### src/rtl/box_renderer.sv
// Checkerboard background with a bouncing, colour-changing box, rendered as
// registered RGB565 two cycles behind the timing generator, syncs delay-matched.
module box_renderer #(
    parameter int          SCREEN_WIDTH  = 800,
    parameter int          SCREEN_HEIGHT = 480,
    parameter int          BOX_SIZE      = 64,
    parameter int          STEP          = 2,
    parameter logic [15:0] BG_A          = 16'h0010,
    parameter logic [15:0] BG_B          = 16'h0000
) (
    input  logic       CLK,
    input  logic       nRST,
    input  logic [9:0] X,
    input  logic [9:0] Y,
    input  logic       DE,
    input  logic       HSYNC,
    input  logic       VSYNC,
    input  logic       FRAME_END,
    output logic [4:0] LCD_R,
    output logic [5:0] LCD_G,
    output logic [4:0] LCD_B,
    output logic       LCD_DE,
    output logic       LCD_HSYNC,
    output logic       LCD_VSYNC
);

    localparam logic [10:0] MAX_X  = 11'(SCREEN_WIDTH - BOX_SIZE);
    localparam logic [10:0] MAX_Y  = 11'(SCREEN_HEIGHT - BOX_SIZE);
    localparam logic [10:0] STEP_W = 11'(STEP);
    localparam logic [10:0] SIZE_W = 11'(BOX_SIZE);
    localparam logic [9:0]  STEP10 = 10'(STEP);

    logic [9:0]  r_box_x, r_box_y;
    logic        r_dir_x, r_dir_y;
    logic [1:0]  r_col_idx;

    logic [10:0] w_x_inc, w_y_inc;
    logic [9:0]  w_x_dec, w_y_dec;
    logic [9:0]  w_next_x, w_next_y;
    logic        w_next_dir_x, w_next_dir_y;
    logic        w_bounce_x, w_bounce_y;

    assign w_x_inc = {1'b0, r_box_x} + STEP_W;
    assign w_y_inc = {1'b0, r_box_y} + STEP_W;
    // Only used when the position is known to exceed STEP, so it cannot wrap.
    assign w_x_dec = r_box_x - STEP10;
    assign w_y_dec = r_box_y - STEP10;

    always_comb begin
        w_next_x     = r_box_x;
        w_next_dir_x = r_dir_x;
        w_bounce_x   = 1'b0;
        if (!r_dir_x) begin
            if (w_x_inc >= MAX_X) begin
                w_next_x     = MAX_X[9:0];
                w_next_dir_x = 1'b1;
                w_bounce_x   = 1'b1;
            end else begin
                w_next_x = w_x_inc[9:0];
            end
        end else if ({1'b0, r_box_x} <= STEP_W) begin
            w_next_x     = '0;
            w_next_dir_x = 1'b0;
            w_bounce_x   = 1'b1;
        end else begin
            w_next_x = w_x_dec;
        end
    end

    always_comb begin
        w_next_y     = r_box_y;
        w_next_dir_y = r_dir_y;
        w_bounce_y   = 1'b0;
        if (!r_dir_y) begin
            if (w_y_inc >= MAX_Y) begin
                w_next_y     = MAX_Y[9:0];
                w_next_dir_y = 1'b1;
                w_bounce_y   = 1'b1;
            end else begin
                w_next_y = w_y_inc[9:0];
            end
        end else if ({1'b0, r_box_y} <= STEP_W) begin
            w_next_y     = '0;
            w_next_dir_y = 1'b0;
            w_bounce_y   = 1'b1;
        end else begin
            w_next_y = w_y_dec;
        end
    end

    // A corner hit bounces both axes on one frame but advances the colour once.
    always_ff @(posedge CLK or negedge nRST) begin
        if (!nRST) begin
            r_box_x   <= '0;
            r_box_y   <= '0;
            r_dir_x   <= 1'b0;
            r_dir_y   <= 1'b0;
            r_col_idx <= '0;
        end else if (FRAME_END) begin
            r_box_x <= w_next_x;
            r_box_y <= w_next_y;
            r_dir_x <= w_next_dir_x;
            r_dir_y <= w_next_dir_y;
            if (w_bounce_x || w_bounce_y) r_col_idx <= r_col_idx + 2'd1;
        end
    end

    logic [10:0] w_x11, w_y11;
    logic        w_inside;

    assign w_x11    = {1'b0, X};
    assign w_y11    = {1'b0, Y};
    assign w_inside = (w_x11 >= {1'b0, r_box_x}) && (w_x11 < ({1'b0, r_box_x} + SIZE_W)) &&
                      (w_y11 >= {1'b0, r_box_y}) && (w_y11 < ({1'b0, r_box_y} + SIZE_W));

    logic       r_s1_in, r_s1_tile, r_s1_de, r_s1_hs, r_s1_vs;
    logic [1:0] r_s1_col;

    always_ff @(posedge CLK or negedge nRST) begin
        if (!nRST) begin
            r_s1_in   <= 1'b0;
            r_s1_tile <= 1'b0;
            r_s1_de   <= 1'b0;
            r_s1_hs   <= 1'b1;
            r_s1_vs   <= 1'b1;
            r_s1_col  <= '0;
        end else begin
            r_s1_in   <= w_inside;
            r_s1_tile <= X[5] ^ Y[5];
            r_s1_de   <= DE;
            r_s1_hs   <= HSYNC;
            r_s1_vs   <= VSYNC;
            r_s1_col  <= r_col_idx;
        end
    end

    logic [15:0] w_pix;

    always_comb begin
        w_pix = 16'h0000;
        if (r_s1_de) begin
            if (r_s1_in) begin
                case (r_s1_col)
                    2'd0:    w_pix = 16'hF800;
                    2'd1:    w_pix = 16'h07E0;
                    2'd2:    w_pix = 16'hFFE0;
                    default: w_pix = 16'hFFFF;
                endcase
            end else begin
                w_pix = r_s1_tile ? BG_B : BG_A;
            end
        end
    end

    logic [15:0] r_rgb;
    logic        r_s2_de, r_s2_hs, r_s2_vs;

    always_ff @(posedge CLK or negedge nRST) begin
        if (!nRST) begin
            r_rgb   <= '0;
            r_s2_de <= 1'b0;
            r_s2_hs <= 1'b1;
            r_s2_vs <= 1'b1;
        end else begin
            r_rgb   <= w_pix;
            r_s2_de <= r_s1_de;
            r_s2_hs <= r_s1_hs;
            r_s2_vs <= r_s1_vs;
        end
    end

    assign LCD_R     = r_rgb[15:11];
    assign LCD_G     = r_rgb[10:5];
    assign LCD_B     = r_rgb[4:0];
    assign LCD_DE    = r_s2_de;
    assign LCD_HSYNC = r_s2_hs;
    assign LCD_VSYNC = r_s2_vs;

endmodule
### config.mk
export PLATFORM = sky130hd
export DESIGN_NAME = box_renderer
export DESIGN_NICKNAME = d
export VERILOG_FILES = /design/src/rtl/box_renderer.sv
export SDC_FILE = /design/constraint.sdc
export NUM_CORES = 1
export LEC_CHECK = 0
export ABC_AREA = 1
export CAP_MARGIN = 20
export CORE_AREA = 3 3 117 119
export DETAILED_ROUTE_END_ITERATION = 16
export DIE_AREA = 0 0 120 122
export SLEW_MARGIN = 20
export SYNTH_ARGS = -nofsm -noshare
export SYNTH_HDL_FRONTEND = slang
export SYNTH_SLANG_ARGS = --single-unit
### constraint.sdc
create_clock -name CLK -period 4.85 [get_ports CLK]
set_input_delay 0.7275 -clock CLK [delete_from_list [all_inputs] [get_ports CLK]]
set_output_delay 0.7275 -clock CLK [all_outputs]
set_load 0.1 [all_outputs]
* After elaboration in Yosys (flattened, before gate mapping)
Index checks and enable logic that the tools add are counted.
** Cells by class
- Equality and inequality tests :: 2
- Reductions and logical operators :: 6
- Bitwise operators :: 1
- $lt $le $gt $ge :: 8
- Muxes and demuxes :: 20
- $add $sub $neg :: 7
** Operator list (count)
- $mux W10 :: 6
- $pmux W16 S3 :: 1
- $mux W16 :: 2
- $add A10 B2 Y11 const B :: 2
- $add A10 B7 Y11 const B :: 2
- $lt A10 B11 Y1 :: 2
- $ge A10 B10 Y1 :: 2
- $le A10 B2 Y1 const B :: 2
- $sub A10 B2 Y10 const B :: 2
- $ge A11 B10 Y1 const B :: 1
- $ge A11 B9 Y1 const B :: 1
- $mux W1 :: 10
- $mux W5 :: 1
- $logic_and A1 B1 Y1 :: 3
- $add A2 B1 Y2 const B :: 1
- $eq A2 B1 Y1 const B :: 1
- $eq A2 B2 Y1 const B :: 1
- $logic_not A2 Y1 :: 1
- $reduce_and A2 Y1 :: 1
- $logic_or A1 B1 Y1 :: 1
- $xor A1 B1 Y1 :: 1
** Word-level totals
- Input bits :: 26
- Output and inout port bits :: 19
- Register bits :: 50
- Logic and storage cells :: 59

* Depth between registers and ports, before layout
Gate-level depths: netlist of run 1.
- Word-level depth :: 6
- Gate-level depth with buffers :: 15

* Worst setup path after synthesis of run 1
Ideal clock, no wire load.
- Kind :: register to output
- From :: reg, netlist name r_rgb[10]
- To :: out LCD_G[1]
- Path buffers :: 1
- Path slack :: 2.732 ns
- Stages on the path, launching flop included :: 2
- Arrival time :: 1.390 ns
- Cell sequence :: dfrtp_1 > buf_4
** RTL lines
- end: declaration :: line 20 : output logic [5:0] LCD_G,

* Worst setup path in the final report of run 1
- From :: reg r_s2_vs, in the netlist LCD_VSYNC
- To :: out LCD_VSYNC
** RTL lines
- start: declaration :: line 156 : logic r_s2_de, r_s2_hs, r_s2_vs;
- start signal: assignment :: line 168 : r_s2_vs <= r_s1_vs;
- end: declaration :: line 24 : output logic LCD_VSYNC
No word-level cell between the ends.

==> Flow_metrics.wiki, run 1 <==
{| class="wikitable"
! Metric !! Value
|-
| Status || finished clean
|-
| Antenna violations before repair || 0
|-
| Count of buffering cells on the critical path with inverters included || 1
|-
| Post-route insts no fill || just over 600
|-
| Number of DRC markers after the initial detailed-route iteration || 175
|-
| Period utilization || 54.3%
|-
| Switching share of power || between 40% and 50%
|-
| Filler cells || 1385
|-
| Number of register bits inferred by synthesis || 36
|-
| Kind of capture point of the worst setup path || output port
|-
| Largest stage delay, worst path || 1120 ps
|-
| Area taken by flip-flops and latches || 906 um2
|-
| Cell count after placement || 615
|-
| Hold path depth || 0
|-
| Most numerous cell in the Yosys netlist || sky130_fd_sc_hd__nand2_1
|-
| Number of vias in the routed layout || 2832
|-
| Top Ports || 45
|-
| PortBufs || 42
|-
| Drt pass-1 iters || 5
|-
| Clk Latency, worst-skew pair || 280 ps
|-
| Number of endpoints failing setup at the final stage || 0
|-
| Number of synthesized flops with an enable pin || 0
|-
| Share of power burned in the clock network || around 17%
|-
| Kind of cell adding the most delay to the critical path || buffers and inverters
|-
| Int Pwr || between 0.001 and 0.0015 W
|-
| Overall die height || 122 um
|-
| Sequential fraction of the synthesis area || approximately 28%
|-
| Final global-route overflow total || 0
|-
| Worst setup path startpoint || LCD_VSYNC
|-
| Slew at the pin closest to its max-slew limit || roughly 980 ps
|-
| Share of final-layout standard cells stronger than drive strength 1 || roughly a tenth
|-
| Global-route usage over all layers || a little over a tenth
|-
| Most frequently used flop master after synthesis || sky130_fd_sc_hd__dfrtp_1
|-
| Crit-path cells || clkdlybuf4s50_1
|-
| Yosys warns || 0
|-
| Min-Delay Startpoint || r_s1_vs
|-
| Wire length of the first global-routing pass || 12.8 mm
|-
| Post-Place Setup Slack || around 2300 ps
|-
| Comb power frac || 56.9%
|-
| CTS root buffer || sky130_fd_sc_hd__clkbuf_16
|-
| Maximum net fanout on the critical path || 1
|-
| Multi-input logic area || 1960 um2
|-
| Residual antenna-violating net count after detailed routing || 0
|-
| Share of the synthesized area in the top cell type || 25.1%
|-
| Number of logic stages on the critical path including buffering || 1
|-
| Drt wl/cell || 11.8 um
|-
| Post-synthesis instance area || 3190 um2
|-
| Number of buffers on the longest clock path || 2
|-
| Horizontal die dimension || 120 um
|-
| Part of the power in registers || between 20% and 30%
|-
| Critical path startpoint category || register
|-
| Leakage dissipation || 1.74 nW
|-
| RSZ-0062 raised after global routing || false
|-
| Achievable Freq || 379 MHz
|-
| Power Dens Cells || 569 nW/um2
|-
| Clock-pin slew reported for the worst setup and hold paths after clock tree synthesis || 60 ps
|-
| Data arrival at the endpoint of the critical path || 1910 ps
|-
| Post-CTS resize count || 0
|-
| Number of pins exceeding their max-slew limit in the final report || 0
|-
| Cell with the largest stage delay on the worst path || sky130_fd_sc_hd__clkdlybuf4s50_1
|-
| Worst rel slew slack || about a third
|-
| Post-synth top cells || sky130_fd_sc_hd__nand2_1, sky130_fd_sc_hd__inv_1, sky130_fd_sc_hd__nor2_1
|-
| Synth Net Count || 487
|-
| Tightest Hold Check Type || reg -> reg
|-
| Weighted congestion reported at the end of routability-driven placement || between 0.8 and 0.9
|-
| Worst EP required || 4120 ps
|-
| Fin nets || 514
|-
| Clock buffer count from CTS || 5
|-
| Total clock sinks || 36
|-
| Post-route minimum period || 2640 ps
|-
| Number of remaining DRC errors || 0
|-
| Total wire length after detailed routing || 7.35 mm
|-
| Tightest hold margin || 358 ps
|-
| Util after Layout || 30.3%
|-
| Die Outline Area || 14600 um2
|-
| CTS HTree Levels || 2
|-
| Final TNS setup || 0 ps
|-
| Number of buffers inserted by hold repair at cts || 0
|-
| Launching point of the worst reg2reg path || r_box_y[6]
|-
| Pin count of the biggest net entering global routing || 37
|-
| Number of cells on the worst reg-to-reg path || 8
|-
| Biggest area contributors in the synthesized netlist || sky130_fd_sc_hd__dfrtp_1, sky130_fd_sc_hd__ha_1, sky130_fd_sc_hd__nand2_1
|-
| Dpl hpwl || ~5.8 mm
|-
| Initial Utilization || 25.2%
|-
| Vias per std cell || 4.55
|-
| Worst setup path category || reg -> out
|-
| Peak VDD IR || 0.164 mV
|-
| Post-CTS setup repair buffer count || 0
|-
| Post-synth ARST share || 100%
|-
| Gate count of the mapped netlist || 423
|-
| Number of different library cells in the post-synthesis netlist || 37
|-
| Vias in the first global route || 2824
|-
| Worst clock skew || roughly 6 ps
|-
| FP Rows || slightly above 40
|-
| Final critical-path setup slack || roughly 2200 ps
|-
| Relative area change from synthesis to final layout || 20.2%
|-
| Number of max-cap violations || 0
|-
| Final hold vios || 0
|-
| Sw Pwr || 0.00109 W
|-
| Syn Area/Cell || 7.55 um2
|-
| ANT cells || 0
|-
| Dominant cell type by area after synthesis || sky130_fd_sc_hd__dfrtp_1
|-
| CORE AREA || 12700 um2
|-
| Clock tree from TritonCTS || yes
|}
[layer usage]
layer  part of all wire, %  track usage, %
met3                   5.0            1.39
met4                   1.7            4.15
met2                    45            17.4
met5                     0               0
met1                    48            13.9
[final timing paths]
check,endpoint,slack (ps)
worst max-delay path,LCD_VSYNC,2210
worst min-delay path,LCD_VSYNC,360
worst max register to register,r_s1_in,2520
worst min register to register,LCD_VSYNC,360
max in group asynchronous,r_rgb[3],3790
min in group asynchronous,r_dir_x,550
[power by group through the flow]
stage	combinational (W)	sequential (W)	clock (W)
floorplan	0.00105	0.000523	0
CTS	0.00124	0.000573	0.000377
detailed placement	0.00124	0.000575	0
global route	0.00143	0.000595	0.000391
finish	0.00124	0.000574	0.000366
global placement	0.00121	0.000573	0
[stage by stage]
stage | area (um2) | power, W
floorplan | 3190 | 0.00157
global placement | 3670 | 0.00178
detailed placement | 3670 | 0.00181
CTS | 3840 | 0.00219
global route | 3840 | 0.00242
finish | 3840 | 0.00218
[layout make-up]
cell class,instances,share of cell area (%)
well taps,172,5.61
multi-input cells,321,51.2
flip-flops and latches,36,23.6
inverters,43,4.21
repair buffers,43,11.0
clock inverters,3,1.11
clock buffers,5,3.26
[state kept, by name, indices dropped and copies added (netlist names), 2 cells and up]
signal and count:
r_s1_col 2, r_col_idx 2, r_box_y 9, r_box_x 9
r_rgb 4
[kinds of logic after synthesis]
| group | Yosys count | share of synthesized area (%) |
|---|---|---|
| AO/OA/AOI/OAI | 74 | 12.7 |
| AND/OR/NAND/NOR | 188 | 28.2 |
| XOR/XNOR | 21 | 5.76 |
| buffers and inverters | 66 | 10.1 |
| adder cells (fa/ha/maj) | 38 | 14.9 |
| flip-flops | 36 | 28.4 |
[cells in the final DEF (no fill, tap or decap), drive strengths merged]
| cell type | n |
|---|---|
| o41ai | 1 |
| nand4 | 5 |
| clkinvlp | 1 |
| clkbuf | 5 |
| nor3 | 6 |
| inv | 43 |
| nand3 | 34 |
| nor2 | 47 |
| ha | 38 |
| xnor2 | 5 |
| bufinv | 1 |
| clkinv | 1 |
| dfstp | 4 |
| o21ai | 31 |
| clkdlybuf4s50 | 41 |
| nand2 | 93 |
| o31ai | 1 |
| o2111ai | 2 |
| buf | 2 |
| a22oi | 1 |
| xor2 | 16 |
| or2 | 1 |
| o21a | 1 |
| a211oi | 1 |
| o22ai | 1 |
| a21oi | 32 |
| nand3b | 1 |
| a31oi | 3 |
| and2 | 1 |
| dfrtp | 32 |
No activity file was read; power rests on OpenSTA's default activity.
==> run 2, diff against run 1 <==
==> constraint.sdc (replaced) <==
create_clock -name CLK -period 2.3 [get_ports CLK]
set_input_delay 0.345 -clock CLK [delete_from_list [all_inputs] [get_ports CLK]]
set_output_delay 0.345 -clock CLK [all_outputs]
set_load 0.1 [all_outputs]
==> run 2 against run 1 <==
Compared with the run above: setup slack worse by 2000 ps; sequential share of layout area grew 0.17 points; clock power grew 110%; count of clock-buffer cells in the layout up 1; routed wire length decreased by 0.33%; cell count increased by 0.48%; design area fell by 0.59%.
==> Flow_metrics.wiki, run 2 (synthesis gave the netlist of run 1 again) <==
{| class="wikitable"
! Metric !! Value
|-
| Overall die height || 122 um
|-
| Slew at the pin closest to its max-slew limit || 823 ps
|-
| Worst setup path category || reg -> reg
|-
| Post-CTS setup repair buffer count || 0
|-
| Share of final-layout standard cells stronger than drive strength 1 || 15.6%
|-
| Registers with the highest flip-flop counts || r_box_x: 9 flops, r_box_y: 9 flops, r_rgb: 4 flops
|-
| Worst EP required || 2470 ps
|-
| Peak VDD IR || between 0.3 and 0.4 mV
|-
| Final global-route overflow total || 0
|-
| Leakage dissipation || 1.79 nW
|-
| FP Rows || slightly above 40
|-
| CORE AREA || 12700 um2
|-
| Number of DRC markers after the initial detailed-route iteration || between 200 and 250
|-
| Worst rel slew slack || 45.1%
|-
| Number of max-cap violations || 0
|-
| Launching point of the worst reg2reg path || r_box_x[7]
|-
| Largest stage delay, worst path || between 400 and 500 ps
|-
| Final critical-path setup slack || 261 ps
|-
| Maximum net fanout on the critical path || 6
|-
| RSZ-0062 raised after global routing || false
|-
| CTS root buffer || sky130_fd_sc_hd__clkbuf_16
|-
| Relative area change from synthesis to final layout || 19.5%
|-
| Number of cells on the worst reg-to-reg path || 11
|-
| Crit-path cells || inv_1 > ha_1 > inv_1 > nor3_2 > nand3_1 > o21ai_1 > nand3_1 > nand2_2 > nand2_2 > nand3_1 > nand2_1
|-
| Kind of capture point of the worst setup path || register
|-
| Critical path startpoint category || register
|-
| Top Ports || 45
|-
| Weighted congestion reported at the end of routability-driven placement || 0.864
|-
| Slack of the worst reg-to-reg path || 260 ps
|-
| Total clock sinks || 36
|-
| Drt pass-1 iters || 4
|-
| Data arrival at the endpoint of the critical path || 2210 ps
|-
| Clk Latency, worst-skew pair || 280 ps
|-
| Cell count after placement || between 600 and 700
|-
| Number of endpoints failing setup at the final stage || 0
|-
| Clock tree from TritonCTS || yes
|-
| Wire length of the first global-routing pass || 12.7 mm
|-
| Reg2Reg Capture Point || r_col_idx[0]
|-
| Number of buffers on the longest clock path || 2
|-
| Power Dens Cells || 1210 nW/um2
|-
| Number of vias in the routed layout || 2843
|-
| Number of pins exceeding their max-slew limit in the final report || 0
|-
| Achievable Freq || 490 MHz
|-
| Fin nets || 517
|-
| Tightest hold margin || 150 ps
|-
| Period utilization || around 89%
|-
| Residual antenna-violating net count after detailed routing || 0
|-
| Number of remaining DRC errors || 0
|-
| Post-route minimum period || around 2000 ps
|-
| Final TNS setup || 0 ps
|-
| Cell seen most often among critical-path stages || sky130_fd_sc_hd__nand3_1
|-
| Most frequent standard cell in the layout excluding fill and tap cells || sky130_fd_sc_hd__nand2_1
|-
| Post-route cell area || about 3800 um2
|-
| Global-route usage over all layers || about a tenth
|-
| Die Outline Area || roughly 15000 um2
|-
| Post-Place Setup Slack || around 180 ps
|-
| Worst clock skew || 4.74 ps
|-
| Commonest cells after routing, fill and taps aside || sky130_fd_sc_hd__nand2_1, sky130_fd_sc_hd__inv_1, sky130_fd_sc_hd__nor2_1
|-
| Vias per std cell || around 4.5
|-
| Tightest Hold Check Type || in -> async
|-
| Initial Utilization || 25.2%
|-
| Vias in the first global route || 2748
|-
| Cell with the largest stage delay on the worst path || sky130_fd_sc_hd__dfrtp_1
|-
| Horizontal die dimension || between 100 and 150 um
|-
| Post-route insts no fill || 626
|-
| Number of buffers inserted by hold repair at cts || 0
|-
| Antenna violations before repair || 0
|-
| ANT cells || 0
|-
| Drt wl/cell || 11.7 um
|-
| Total wire length after detailed routing || 7.32 mm
|-
| Status || finished clean
|-
| Post-CTS resize count || 0
|-
| PortBufs || 42
|-
| Total cell area at the placement stage || 3640 um2
|-
| Dpl hpwl || just under 6 mm
|-
| Pin count of the biggest net entering global routing || 37
|-
| Clock-pin slew reported for the worst setup and hold paths after clock tree synthesis || ~60 ps
|-
| Clock buffer count from CTS || 5
|-
| CTS HTree Levels || 2
|-
| Final hold vios || 0
|}
-- run 2: changes by cell type in the layout (fill, tap and decap cells not counted), sizes merged --
cell / change
clkbuf: +1
buf: +22
clkdlybuf4s50: -19
clkinvlp: -1
-- run 2: worst max-delay path, delay by kind of cell (launching register included) --
kind                       cells  cell delay (ps)
adders and majority gates      1              180
and+or+nand+nor                7              850
buffers and inverters          2              260
AOI/OAI and AO/OA              1              180
DFF                            1              460
-- run 2: per-stage QoR --
step	utilization [%]	power (W)
floorplan	-	0.00331
global placement	28.8	0.00378
detailed placement	28.8	0.00385
CTS	30.1	0.00464
global route	30.1	0.00510
finish	30.1	0.00462
-- run 2: routing by layer --
metal | routed length, um | track usage [%]
met2 | 3290 | 17.2
met1 | 3640 | 14.3
met3 | 310 | 1.67
met5 | 0 | 0
met4 | 89 | 3.01
-- run 2: area by class of cell --
cell class,instances,area [um2]
fill,1367,8860
multi-input combinational,321,1970
sequential,36,907
timing repair buffer,46,398
tap,172,215
inverter,43,161
clock buffer,6,129
clock inverter,2,35.0
-- run 2: how the worst max path moves through the flow --
stage	end	slack [ps]	from	depth (start not counted)
after global placement	r_s1_in	190	X[5]	8
after floorplan	LCD_G[1]	560	r_rgb[10]	1
final	r_col_idx[0]	260	r_box_x[7]	11
after detailed placement	r_s1_in	180	r_box_y[6]	8
after CTS	r_s1_in	160	r_box_y[6]	8
after global routing	r_s1_in	30	r_box_y[6]	8
-- run 2: power by group --
part	internal [W]	leakage [nW]	switching [W]
sequential	0.000844	0.438	0.000357
combinational	0.000967	1.27	0.00169
clock	0.000509	0.0808	0.000253
total	0.00232	1.79	0.00230
